==> src/rtl/halflife_sequencer_if.sv <==
// Request/control inputs and counter-strobe/status outputs of halflife_sequencer.
// The requester drives through the master modport; the sequencer uses slave.
interface halflife_sequencer_if #(
  parameter int unsigned PERIOD_W = 8
);
  logic                start;
  logic                abort;
  logic [3:0]          init_val;
  logic [PERIOD_W-1:0] period;
  logic                man_up;
  logic                man_down;
  logic                ctr_load;
  logic [3:0]          ctr_data;
  logic                ctr_up;
  logic                ctr_down;
  logic [3:0]          remaining;
  logic                busy;
  logic                done;
  logic [1:0]          state;

  modport master (
    output start, abort, init_val, period, man_up, man_down,
    input  ctr_load, ctr_data, ctr_up, ctr_down, remaining, busy, done, state
  );

  modport slave (
    input  start, abort, init_val, period, man_up, man_down,
    output ctr_load, ctr_data, ctr_up, ctr_down, remaining, busy, done, state
  );
endinterface

==> src/rtl/halflife_sequencer.sv <==
// Decay sequencer: loads a counter, steps it down every `period` clocks, pulses done.
// Define HALFLIFE_SEQ_AUTORELOAD_EN to make DONE reload and repeat until abort.
module halflife_sequencer #(
  parameter int unsigned PERIOD_W = 8
) (
  input  logic               clk,
  input  logic               rst_n,
  halflife_sequencer_if.slave bus
);
  typedef enum logic [1:0] {
    IDLE = 2'd0,
    LOAD = 2'd1,
    RUN  = 2'd2,
    DONE = 2'd3
  } state_t;

  state_t              state_q;
  logic [PERIOD_W-1:0] presc_q;
  logic [PERIOD_W-1:0] presc_max;
  logic [3:0]          rem_q;
  logic [3:0]          data_q;
  logic                load_q;
  logic                up_q;
  logic                down_q;
  logic                busy_q;
  logic                done_q;

  always_comb begin
    presc_max = bus.period - PERIOD_W'(1);
    if (bus.period == '0) presc_max = '0;
  end

  // data_q only changes on a load, so it doubles as the latched init_val for reloads.
  always_ff @(posedge clk or negedge rst_n) begin
    if (!rst_n) begin
      state_q <= IDLE;
      presc_q <= '0;
      rem_q   <= '0;
      data_q  <= '0;
      load_q  <= 1'b0;
      up_q    <= 1'b0;
      down_q  <= 1'b0;
      busy_q  <= 1'b0;
      done_q  <= 1'b0;
    end else begin
      load_q <= 1'b0;
      up_q   <= 1'b0;
      down_q <= 1'b0;
      done_q <= 1'b0;
      if (bus.abort) begin
        state_q <= IDLE;
        presc_q <= '0;
        busy_q  <= 1'b0;
      end else begin
        case (state_q)
          IDLE: begin
            if (bus.start) begin
              state_q <= LOAD;
              data_q  <= bus.init_val;
              rem_q   <= bus.init_val;
              load_q  <= 1'b1;
              busy_q  <= 1'b1;
            end else if (bus.man_up && !bus.man_down) begin
              up_q  <= 1'b1;
              rem_q <= rem_q + 4'd1;
            end else if (bus.man_down && !bus.man_up) begin
              down_q <= 1'b1;
              rem_q  <= rem_q - 4'd1;
            end
          end
          LOAD: begin
            state_q <= RUN;
            presc_q <= '0;
          end
          RUN: begin
            if (rem_q == '0) begin
              state_q <= DONE;
              done_q  <= 1'b1;
            end else if (presc_q == presc_max) begin
              presc_q <= '0;
              down_q  <= 1'b1;
              rem_q   <= rem_q - 4'd1;
            end else begin
              presc_q <= presc_q + PERIOD_W'(1);
            end
          end
          DONE: begin
`ifdef HALFLIFE_SEQ_AUTORELOAD_EN
            state_q <= LOAD;
            rem_q   <= data_q;
            load_q  <= 1'b1;
`else
            state_q <= IDLE;
            busy_q  <= 1'b0;
`endif
          end
          default: begin
            state_q <= IDLE;
            busy_q  <= 1'b0;
          end
        endcase
      end
    end
  end

  assign bus.state     = state_q;
  assign bus.ctr_load  = load_q;
  assign bus.ctr_data  = data_q;
  assign bus.ctr_up    = up_q;
  assign bus.ctr_down  = down_q;
  assign bus.remaining = rem_q;
  assign bus.busy      = busy_q;
  assign bus.done      = done_q;
endmodule

==> src/flat_wrapper.sv <==
// flat-port wrapper written by rule: the top's interface ports become plain ports
module halflife_sequencer_flat 
#(
  parameter int unsigned PERIOD_W = 8
)
  (clk, rst_n, bus_start, bus_abort, bus_init_val, bus_period, bus_man_up, bus_man_down, bus_ctr_load, bus_ctr_data, bus_ctr_up, bus_ctr_down, bus_remaining, bus_busy, bus_done, bus_state);
  halflife_sequencer_if #(.PERIOD_W(PERIOD_W)) bus_i ();
  input  logic clk;
  input  logic rst_n;
  input wire logic [$bits(bus_i.start)-1:0] bus_start;
  input wire logic [$bits(bus_i.abort)-1:0] bus_abort;
  input wire logic [$bits(bus_i.init_val)-1:0] bus_init_val;
  input wire logic [$bits(bus_i.period)-1:0] bus_period;
  input wire logic [$bits(bus_i.man_up)-1:0] bus_man_up;
  input wire logic [$bits(bus_i.man_down)-1:0] bus_man_down;
  output wire logic [$bits(bus_i.ctr_load)-1:0] bus_ctr_load;
  output wire logic [$bits(bus_i.ctr_data)-1:0] bus_ctr_data;
  output wire logic [$bits(bus_i.ctr_up)-1:0] bus_ctr_up;
  output wire logic [$bits(bus_i.ctr_down)-1:0] bus_ctr_down;
  output wire logic [$bits(bus_i.remaining)-1:0] bus_remaining;
  output wire logic [$bits(bus_i.busy)-1:0] bus_busy;
  output wire logic [$bits(bus_i.done)-1:0] bus_done;
  output wire logic [$bits(bus_i.state)-1:0] bus_state;
  assign bus_i.start = bus_start;
  assign bus_i.abort = bus_abort;
  assign bus_i.init_val = bus_init_val;
  assign bus_i.period = bus_period;
  assign bus_i.man_up = bus_man_up;
  assign bus_i.man_down = bus_man_down;
  assign bus_ctr_load = bus_i.ctr_load;
  assign bus_ctr_data = bus_i.ctr_data;
  assign bus_ctr_up = bus_i.ctr_up;
  assign bus_ctr_down = bus_i.ctr_down;
  assign bus_remaining = bus_i.remaining;
  assign bus_busy = bus_i.busy;
  assign bus_done = bus_i.done;
  assign bus_state = bus_i.state;
  halflife_sequencer #(.PERIOD_W(PERIOD_W)) u_core (.clk(clk), .rst_n(rst_n), .bus(bus_i));
endmodule
==> config.mk <==
export PLATFORM = sky130hd
export DESIGN_NAME = halflife_sequencer_flat
export DESIGN_NICKNAME = d
export VERILOG_FILES = /design/src/rtl/halflife_sequencer_if.sv /design/src/rtl/halflife_sequencer.sv /design/src/flat_wrapper.sv
export SDC_FILE = /design/constraint.sdc
export NUM_CORES = 1
export LEC_CHECK = 0
export CAP_MARGIN = 10
export CORE_MARGIN = 10
export CORE_UTILIZATION = 42
export CTS_BUF_LIST = sky130_fd_sc_hd__clkbuf_16
export CTS_CLUSTER_SIZE = 8
export DETAILED_ROUTE_END_ITERATION = 12
export PLACE_DENSITY = 0.66
export RECOVER_POWER = 25
export SETUP_SLACK_MARGIN = 0.4
export SLEW_MARGIN = 20
export SYNTH_ARGS = -nofsm -noshare
export SYNTH_HDL_FRONTEND = slang
export SYNTH_SLANG_ARGS = --single-unit
==> constraint.sdc <==
create_clock -name clk -period 3.4 [get_ports clk]
set_input_delay 0.85 -clock clk [delete_from_list [all_inputs] [get_ports clk]]
set_output_delay 0.85 -clock clk [all_outputs]
set_load 0.01 [all_outputs]
==> results of run 1 <==
-- worst max-delay path: stages --
cell and delay, ps:
sky130_fd_sc_hd__dlygate4sd2_1 250, sky130_fd_sc_hd__inv_2 90, sky130_fd_sc_hd__ha_4 180, sky130_fd_sc_hd__or3b_2 500
sky130_fd_sc_hd__a221oi_4 280, sky130_fd_sc_hd__o221ai_4 180, sky130_fd_sc_hd__o31ai_4 250, sky130_fd_sc_hd__buf_6 150
sky130_fd_sc_hd__nor3_1 50, sky130_fd_sc_hd__a221o_1 260
-- through the flow --
stage	area, um^2	utilization (%)	power (mW)	TNS (ps)
after CTS	2470	60.5	1.38	0
after floorplan	1820	-	0.823	0
after global routing	2590	63.4	1.51	0
after global placement	2340	57.4	1.10	-731
after detailed placement	2340	57.4	1.11	-1080
final	2590	63.4	1.39	0
-- worst min-delay path by stage --
| stage | start | endpoint | slack, ps |
|---|---|---|---|
| floorplan | u_core.presc_q[7]$_DFFE_PN0P_ | u_core.presc_q[7]$_DFFE_PN0P_ | 540 |
| finish | u_core.bus.ctr_data[0]$_DFFE_PN0P_ | u_core.bus.ctr_data[0]$_DFFE_PN0P_ | 500 |
| detailed placement | u_core.bus.ctr_data[3]$_DFFE_PN0P_ | u_core.bus.ctr_data[3]$_DFFE_PN0P_ | 490 |
| global route | u_core.bus.ctr_data[3]$_DFFE_PN0P_ | u_core.bus.ctr_data[3]$_DFFE_PN0P_ | 520 |
| CTS | u_core.bus.ctr_data[3]$_DFFE_PN0P_ | u_core.bus.ctr_data[3]$_DFFE_PN0P_ | 510 |
| global placement | u_core.bus.ctr_data[0]$_DFFE_PN0P_ | u_core.bus.ctr_data[0]$_DFFE_PN0P_ | 490 |
-- registers in the layout, summed over array words and instances (netlist names) --
register	cells
u_core.bus.busy	1
u_core.bus.ctr_data	4
u_core.bus.ctr_down	1
u_core.bus.ctr_load	1
u_core.bus.ctr_up	1
u_core.bus.done	1
u_core.bus.remaining	4
u_core.bus.state	2
u_core.presc_q	8
-- area by class of cell --
cell class,instances,area [um^2]
flip-flops and latches,23,576
multi-input cells,166,1280
well taps,50,62.6
fillers,342,1500
inverters,11,41.3
clock inverters,1,3.75
clock buffers,3,75.1
repair buffers,60,552
-- placed cells by master, fill, tap and decap left out, types with 5 or more instances in the layout --
| cell | count |
|---|---|
| sky130_fd_sc_hd__nand2b_1 | 6 |
| sky130_fd_sc_hd__nor2_1 | 16 |
| sky130_fd_sc_hd__nand3_1 | 5 |
| sky130_fd_sc_hd__nor3_1 | 7 |
| sky130_fd_sc_hd__o21ai_0 | 7 |
| sky130_fd_sc_hd__buf_4 | 23 |
| sky130_fd_sc_hd__a21oi_1 | 10 |
| sky130_fd_sc_hd__nand2_1 | 27 |
| sky130_fd_sc_hd__dlygate4sd2_1 | 5 |
| sky130_fd_sc_hd__ha_1 | 10 |
| sky130_fd_sc_hd__clkdlybuf4s50_1 | 23 |
| sky130_fd_sc_hd__inv_1 | 10 |
| sky130_fd_sc_hd__dfrtp_1 | 23 |
-- cell families after synthesis --
| kind of cell | after synthesis |
|---|---|
| muxes | 5 |
| AOI/OAI and AO/OA | 48 |
| xor gates and xnor gates | 8 |
| and+or+nand+nor | 94 |
| DFF | 23 |
| adders and majority gates | 11 |
| buffers and inverters | 18 |
-- routing by layer --
metal / vias to the layer above / global-route usage, % / part of all wire (%)
li1: 875 / - / -
met1: 821 / 16.6 / 45
met2: 48 / 19.8 / 46
met3: 6 / 3.41 / 7.7
met4: 0 / 3.14 / 1.3
met5: - / 0 / 0
-- power breakdown --
part           internal (mW)  leakage [nW]  total, mW  switching, mW
Clock                  0.157        0.0423      0.256         0.0989
Sequential             0.346         0.299      0.426         0.0802
Combinational          0.354         0.784      0.708          0.354
Total                  0.857          1.12       1.39          0.533
-- cell usage after synthesis, drive strengths merged, types with 3 or more instances --
cell,instances
nor4,7
a211o,3
nand2,27
ha,11
xnor2,5
nand3,5
nor3b,4
a21o,3
mux2,5
clkbuf,6
and3,3
dfrtp,23
a21oi,12
or2,4
nor3,10
xor2,3
o21ai,7
nor2,16
o211ai,3
inv,11
or3,3
nand2b,6
-- repair_timing --
action                                  4_1_cts  5_1_grt
endpoints found under the setup margin       13        9
buffers inserted                              1        4
pin swaps                                     8        7
gates resized for setup                      16       12
==> metrics.log, run 1 <==
[metrics] ratio of cells with drive above 1 in the final layout: 23.1%
[metrics] Crit path required time: 3540 ps
[metrics] Synth Register Bits: 23
[metrics] initial cell density of the core: between 40 and 50%
[metrics] post-synthesis sequential area ratio: 31.7%
[metrics] Mapped Cells: 207
[metrics] launching element type of the critical path: input port
[metrics] wire length of the first global-routing pass: 7.88 mm
[metrics] post-synth top area cell: sky130_fd_sc_hd__dfrtp_1
[metrics] unrepaired setup endpoints after global routing: false
[metrics] Mapped Avg Cell Area: 8.78 um^2
[metrics] Register-to-Register Setup Slack: about 1100 ps
[metrics] count of vias placed by the detailed router: 1,750
[metrics] hold_ws: between 500 and 600 ps
[metrics] Worst Setup SP: bus_period[0]
[metrics] count of cells along the worst register-to-register path: 8
[metrics] simple-gate area share of the yosys netlist: 30.1%
[metrics] total track usage: 12.6%
[metrics] fraction of the cycle the final worst path needs: 85.7%
[metrics] Cell Area, Synth: 0.00182 mm^2
[metrics] xor-xnor portion of the synthesized cell area: 4.27%
[metrics] worst hold path depth: 1
[metrics] clock tree from TritonCTS: built
[metrics] final antenna-violating net count: 0
[metrics] compound-cell area share of the yosys netlist: 19.5%
[metrics] ys async rst share: 100%
[metrics] x dimension of the die: 85.8 um
[metrics] post-DP HPWL: 3.53 mm
[metrics] time the worst path needs with I/O delays and setup: between 2000 and 3000 ps
[metrics] post-placement worst setup slack: -165 ps
[metrics] main combinational cell family by area after synthesis: simple AND/OR/NAND/NOR gates
[metrics] via count of the first global-routing pass: 1,649
[metrics] biggest fanout along the worst timing path: 8
[metrics] quantity of hold-fixing buffers added after cts: 0
[metrics] std cell rows: 23
[metrics] detailed-routing iteration count for the pre-antenna-repair pass: 4
[metrics] count of pins on the block boundary: 33
[metrics] max_cap viols: 0
[metrics] VDD IR max: about 380 uV
[metrics] floorplan die area: 0.00736 mm^2
[metrics] initial antenna violation count: 0
[metrics] final cell count without fillers: about 310
[metrics] Hold Fails Final Rpt: 0
[metrics] final setup violating endpoints: 0
[metrics] Crit. End Element: register
[metrics] Clock Skew: 7.27 ps
[metrics] P_leak: 1.12 nW
[metrics] RR Startpoint: u_core.bus.state[0]$_DFFE_PN0P_
[metrics] clock sink total: 23
[metrics] floorplan core area: between 0.004 and 0.005 mm^2
[metrics] Routed WL per cell: approximately 15 um
[metrics] final-stage net count: 294
[metrics] Cell variety after synth: 53
[metrics] highest attainable clock frequency: approximately 340 MHz
[metrics] class of the tightest hold or removal check: register to register
[metrics] main area contributors after synthesis: sky130_fd_sc_hd__dfrtp_1, sky130_fd_sc_hd__ha_1, sky130_fd_sc_hd__nand2_1
[metrics] yosys synthesis warning count: 0
[metrics] Residual DRC: 0
[metrics] end point of the critical path: u_core.presc_q[6]$_DFFE_PN0P_
[metrics] total CTS buffers: 3
[metrics] maximum number of pins on one net before global-route repair: 24
[metrics] Placed Cells: roughly 310
[metrics] result of the run: finished, final reports clean
[metrics] antenna diode count: 0
[metrics] Clock Path Buffers: 2
[metrics] Top FF cell, synth: sky130_fd_sc_hd__dfrtp_1
[metrics] total overflow reported by the global router: 0
[metrics] GP Congestion: between 0.8 and 0.9
[metrics] multiplexer fraction of the synthesized cell area: 3.10%
[metrics] insertion delay to the later sink of the worst-skew pair: 260 ps
[metrics] slew at the pin closest to its max-slew limit: 1290 ps
[metrics] DRC marker count from the first detailed-route iteration: 100
[metrics] reg-to-reg critical path endpoint: u_core.bus.remaining[1]$_DFFE_PN0P_
[metrics] die extent in y: 85.8 um
[metrics] cell chosen for the clock root: sky130_fd_sc_hd__clkbuf_16
[metrics] number of synthesized flops with an enable pin: 0
[metrics] headroom to the max-slew limit: 14.0%
[metrics] total power per unit cell area: roughly 540 mW/mm^2
[metrics] clock-pin slew reported for the worst setup and hold paths after clock tree synthesis: 60 ps
[metrics] CP Class: input port to register
[metrics] Port-buffer cells: 32
[metrics] final wirelength: 4.75 mm
[metrics] synthesized net count: between 200 and 250
[metrics] Final Max Slew Viols: 0
[metrics] signed area change from the synthesized netlist to the final layout: 42.6%
[metrics] adder and majority cell fraction of the synthesized area: around 7.6%
[metrics] portion of synthesized cell area occupied by the leading cell type: 31.7%
[metrics] deepest level of the CTS H-tree: 1
[metrics] Via-to-Cell Ratio: 5.57
[metrics] data arrival time of the critical path: slightly above 3000 ps
[metrics] post-route worst setup slack: 486 ps
Note: power is estimated with default switching activity, not from simulation.
==> run 2, diff against run 1 <==
--- a/config.mk
+++ b/config.mk
@@ -7,2 +7,3 @@
 export LEC_CHECK = 0
+export ABC_CLOCK_PERIOD_IN_PS = 3400
 export CAP_MARGIN = 10
--- a/constraint.sdc
+++ b/constraint.sdc
@@ -3,2 +3,2 @@
 set_output_delay 0.85 -clock clk [all_outputs]
-set_load 0.01 [all_outputs]
+set_load 0.1 [all_outputs]
==> run 2 against run 1 <==
  * Die area is the same
  * Count of clock-buffer cells in the layout did not move
  * Power rose by 32%
  * Critical path type unchanged
  * Register-to-register slack better by 40 ps
==> metrics.log, run 2 (synthesis gave the netlist of run 1 again) <==
[metrics] maximum number of pins on one net before global-route repair: 24 (unchanged)
[metrics] floorplan die area: 0.00736 mm^2 (unchanged)
[metrics] cell type with the highest occurrence count on the critical path: sky130_fd_sc_hd__buf_4
[metrics] Clock Path Buffers: 2 (unchanged)
[metrics] final antenna-violating net count: 0 (unchanged)
[metrics] clock sink total: 23 (unchanged)
[metrics] die extent in y: 85.8 um (unchanged)
[metrics] total CTS buffers: 3 (unchanged)
[metrics] final cell count without fillers: 311 (-0.96%)
[metrics] max_cap viols: 0 (unchanged)
[metrics] total overflow reported by the global router: 0 (unchanged)
[metrics] Routed WL per cell: 15.4 um (+1.9%)
[metrics] register with the highest flop count: u_core.presc_q
[metrics] detailed-routing iteration count for the pre-antenna-repair pass: 4 (unchanged)
[metrics] deepest level of the CTS H-tree: 1 (unchanged)
[metrics] TNS Setup: 0 ps (unchanged)
[metrics] flip-flop count of the largest register, all copies and words added: 8 (unchanged)
[metrics] hold_ws: 507 ps (+3.70 ps)
[metrics] delay of the slowest cell on the worst path: 300 ps (-200 ps)
[metrics] Crit. End Element: register
[metrics] Via-to-Cell Ratio: 5.61 (+0.68%)
[metrics] std cell rows: 23 (unchanged)
[metrics] final-stage net count: 291 (-1.0%)
[metrics] cell chosen for the clock root: sky130_fd_sc_hd__clkbuf_16
[metrics] post-DP HPWL: 3.47 mm (-1.6%)
[metrics] highest-count cells in the layout ignoring fill and taps: sky130_fd_sc_hd__buf_4, sky130_fd_sc_hd__nand2_1, sky130_fd_sc_hd__dfrtp_1, sky130_fd_sc_hd__nor2_1
[metrics] Residual DRC: 0 (unchanged)
[metrics] signed area change from the synthesized netlist to the final layout: 39.3%
[metrics] floorplan core area: 0.00409 mm^2 (unchanged)
[metrics] Clock Skew: 4.13 ps (-3.14 ps)
[metrics] initial cell density of the core: 44.5% (unchanged)
[metrics] Layout Utilization: 61.9% (-1.5 points)
[metrics] data arrival time of the critical path: 3080 ps (+30 ps)
[metrics] via count of the first global-routing pass: 1,696 (+2.9%)
[metrics] total track usage: 12.9% (+0.30 points)
[metrics] Filler Cells Inserted: 346 (+1.2%)
[metrics] Largest delay share family, worst path: buffers and inverters
[metrics] time the worst path needs with I/O delays and setup: 2950 ps (+32.3 ps)
[metrics] leading cell type in the layout, fill and taps excluded: sky130_fd_sc_hd__buf_4
[metrics] total power per unit cell area: 727 mW/mm^2 (+35%)
[metrics] count of vias placed by the detailed router: 1,745 (-0.29%)
[metrics] Final Max Slew Viols: 0 (unchanged)
[metrics] CP Cell Sequence: dlygate4sd2_1, inv_2, ha_4, nor3b_4, buf_6, nor4_4, buf_4, nor3_4, o221ai_4, nor4_4, buf_4, buf_4, o21ai_0, o211ai_1
[metrics] CP Class: input port to register
[metrics] power consumption: 1.84 mW (+32%)
[metrics] slowest cell on the critical path: sky130_fd_sc_hd__nor4_4
[metrics] P_leak: 1.12 nW (-0.73%)
[metrics] highest attainable clock frequency: 339 MHz (-1.1%)
[metrics] DRC marker count from the first detailed-route iteration: 166 (+66%)
[metrics] Critical path buffers and inverters: 6 (+3)
[metrics] x dimension of the die: 85.8 um (unchanged)
[metrics] antenna diode count: 0 (unchanged)
[metrics] VDD IR max: 536 uV (+40%)
[metrics] slew at the pin closest to its max-slew limit: 1310 ps (+16.1 ps)
[metrics] wire length of the first global-routing pass: 8.05 mm (+2.2%)
[metrics] quantity of hold-fixing buffers added after cts: 0 (unchanged)
[metrics] Crit path required time: 3530 ps (about the same)
[metrics] clock-pin slew reported for the worst setup and hold paths after clock tree synthesis: 60 ps (about the same)
[metrics] count of pins on the block boundary: 33 (unchanged)
[metrics] launching element type of the critical path: input port
[metrics] headroom to the max-slew limit: 12.9% (-1.1 points)
[metrics] fraction of the cycle the final worst path needs: 86.6% (+0.95 points)
[metrics] Hold Fails Final Rpt: 0 (unchanged)
[metrics] class of the tightest hold or removal check: register to register
[metrics] clock tree from TritonCTS: built
[metrics] GP Congestion: 0.883 (+3.4%)
[metrics] unrepaired setup endpoints after global routing: false
[metrics] biggest fanout along the worst timing path: 6 (-2)
[metrics] Port-buffer cells: 32 (unchanged)
[metrics] Placed Cells: 303 (-0.66%)
[metrics] ratio of cells with drive above 1 in the final layout: 29.9% (+6.8 points)
[metrics] insertion delay to the later sink of the worst-skew pair: 260 ps (about the same)
[metrics] result of the run: finished, final reports clean
[metrics] final wirelength: 4.80 mm (+0.97%)
[metrics] initial antenna violation count: 0 (unchanged)
[metrics] final setup violating endpoints: 0 (unchanged)
[run 2: per-stage QoR]
| stage | setup WS, ps | cell area [um^2] |
|---|---|---|
| after global routing | 374 | 2530 |
| after detailed placement | -104 | 2290 |
| after CTS | 439 | 2410 |
| final | 454 | 2530 |
| after global placement | -90.1 | 2290 |
| after floorplan | 494 | 1820 |
[run 2: layer usage]
metal / up-vias / GRT usage (%) / wire, um
li1: 865 / - / -
met1: 840 / 17.0 / 2280
met2: 35 / 20.6 / 2250
met3: 5 / 3.12 / 217
met4: 0 / 3.14 / 46
met5: - / 0 / 0
[run 2: path summary, 6_finish.rpt]
path                       slack (ps)  cells past startpoint                             endpoint                          startpoint
setup reg to reg                 1090                      7  u_core.bus.remaining[1]$_DFFE_PN0P_     u_core.bus.state[0]$_DFFE_PN0P_
hold reg to reg                   510                      1   u_core.bus.ctr_data[1]$_DFFE_PN0P_  u_core.bus.ctr_data[1]$_DFFE_PN0P_
min in group asynchronous        1400                      2        u_core.presc_q[0]$_DFFE_PN0P_                               rst_n
setup / recovery                  450                     14  u_core.bus.remaining[2]$_DFFE_PN0P_                       bus_period[0]
hold / removal                    510                      1   u_core.bus.ctr_data[1]$_DFFE_PN0P_  u_core.bus.ctr_data[1]$_DFFE_PN0P_
max in group asynchronous        1230                      2        u_core.bus.ctr_down$_DFF_PN0_                               rst_n
[run 2: worst reg2reg max path, stage by stage, from the launching register on]
cell	delay [ps]
sky130_fd_sc_hd__dfrtp_1	410
sky130_fd_sc_hd__inv_1	140
sky130_fd_sc_hd__ha_1	500
sky130_fd_sc_hd__nor2_1	140
sky130_fd_sc_hd__or3_1	420
sky130_fd_sc_hd__nor2_1	190
sky130_fd_sc_hd__nor2_2	70
sky130_fd_sc_hd__mux2_1	320
[run 2: final cells by class]
cell class                 instances  area [um^2]  area share, %
multi-input combinational        166         1290           51.2
tap                               50         62.6           2.47
clock inverter                     1         7.51          0.297
sequential                        23          576           22.7
inverter                          11         41.3           1.63
timing repair buffer              57          473           18.7
clock buffer                       3         75.1           2.97
[run 2: power breakdown]
group | leakage (nW) | switching [mW] | internal, mW
registers | 0.299 | 0.0830 | 0.346
clock network | 0.0371 | 0.104 | 0.160
logic | 0.781 | 0.828 | 0.318
[run 2: repair_timing]
| item | CTS | global route |
|---|---|---|
| endpoints found under the hold margin | 0 | 0 |
| pin swaps | 7 | 9 |
| endpoints found under the setup margin | 13 | 7 |
| buffers inserted | 1 | 3 |
| gates resized for setup | 14 | 19 |
==> run 3, diff against run 2 <==
- CAP_MARGIN: 10 -> 40
- CTS_CLUSTER_DIAMETER: not set -> 50
- SLEW_MARGIN: 20 -> 10
==> results of run 3 <==
Same layout as run 2: the final DEF is identical, and so are final timing and power.
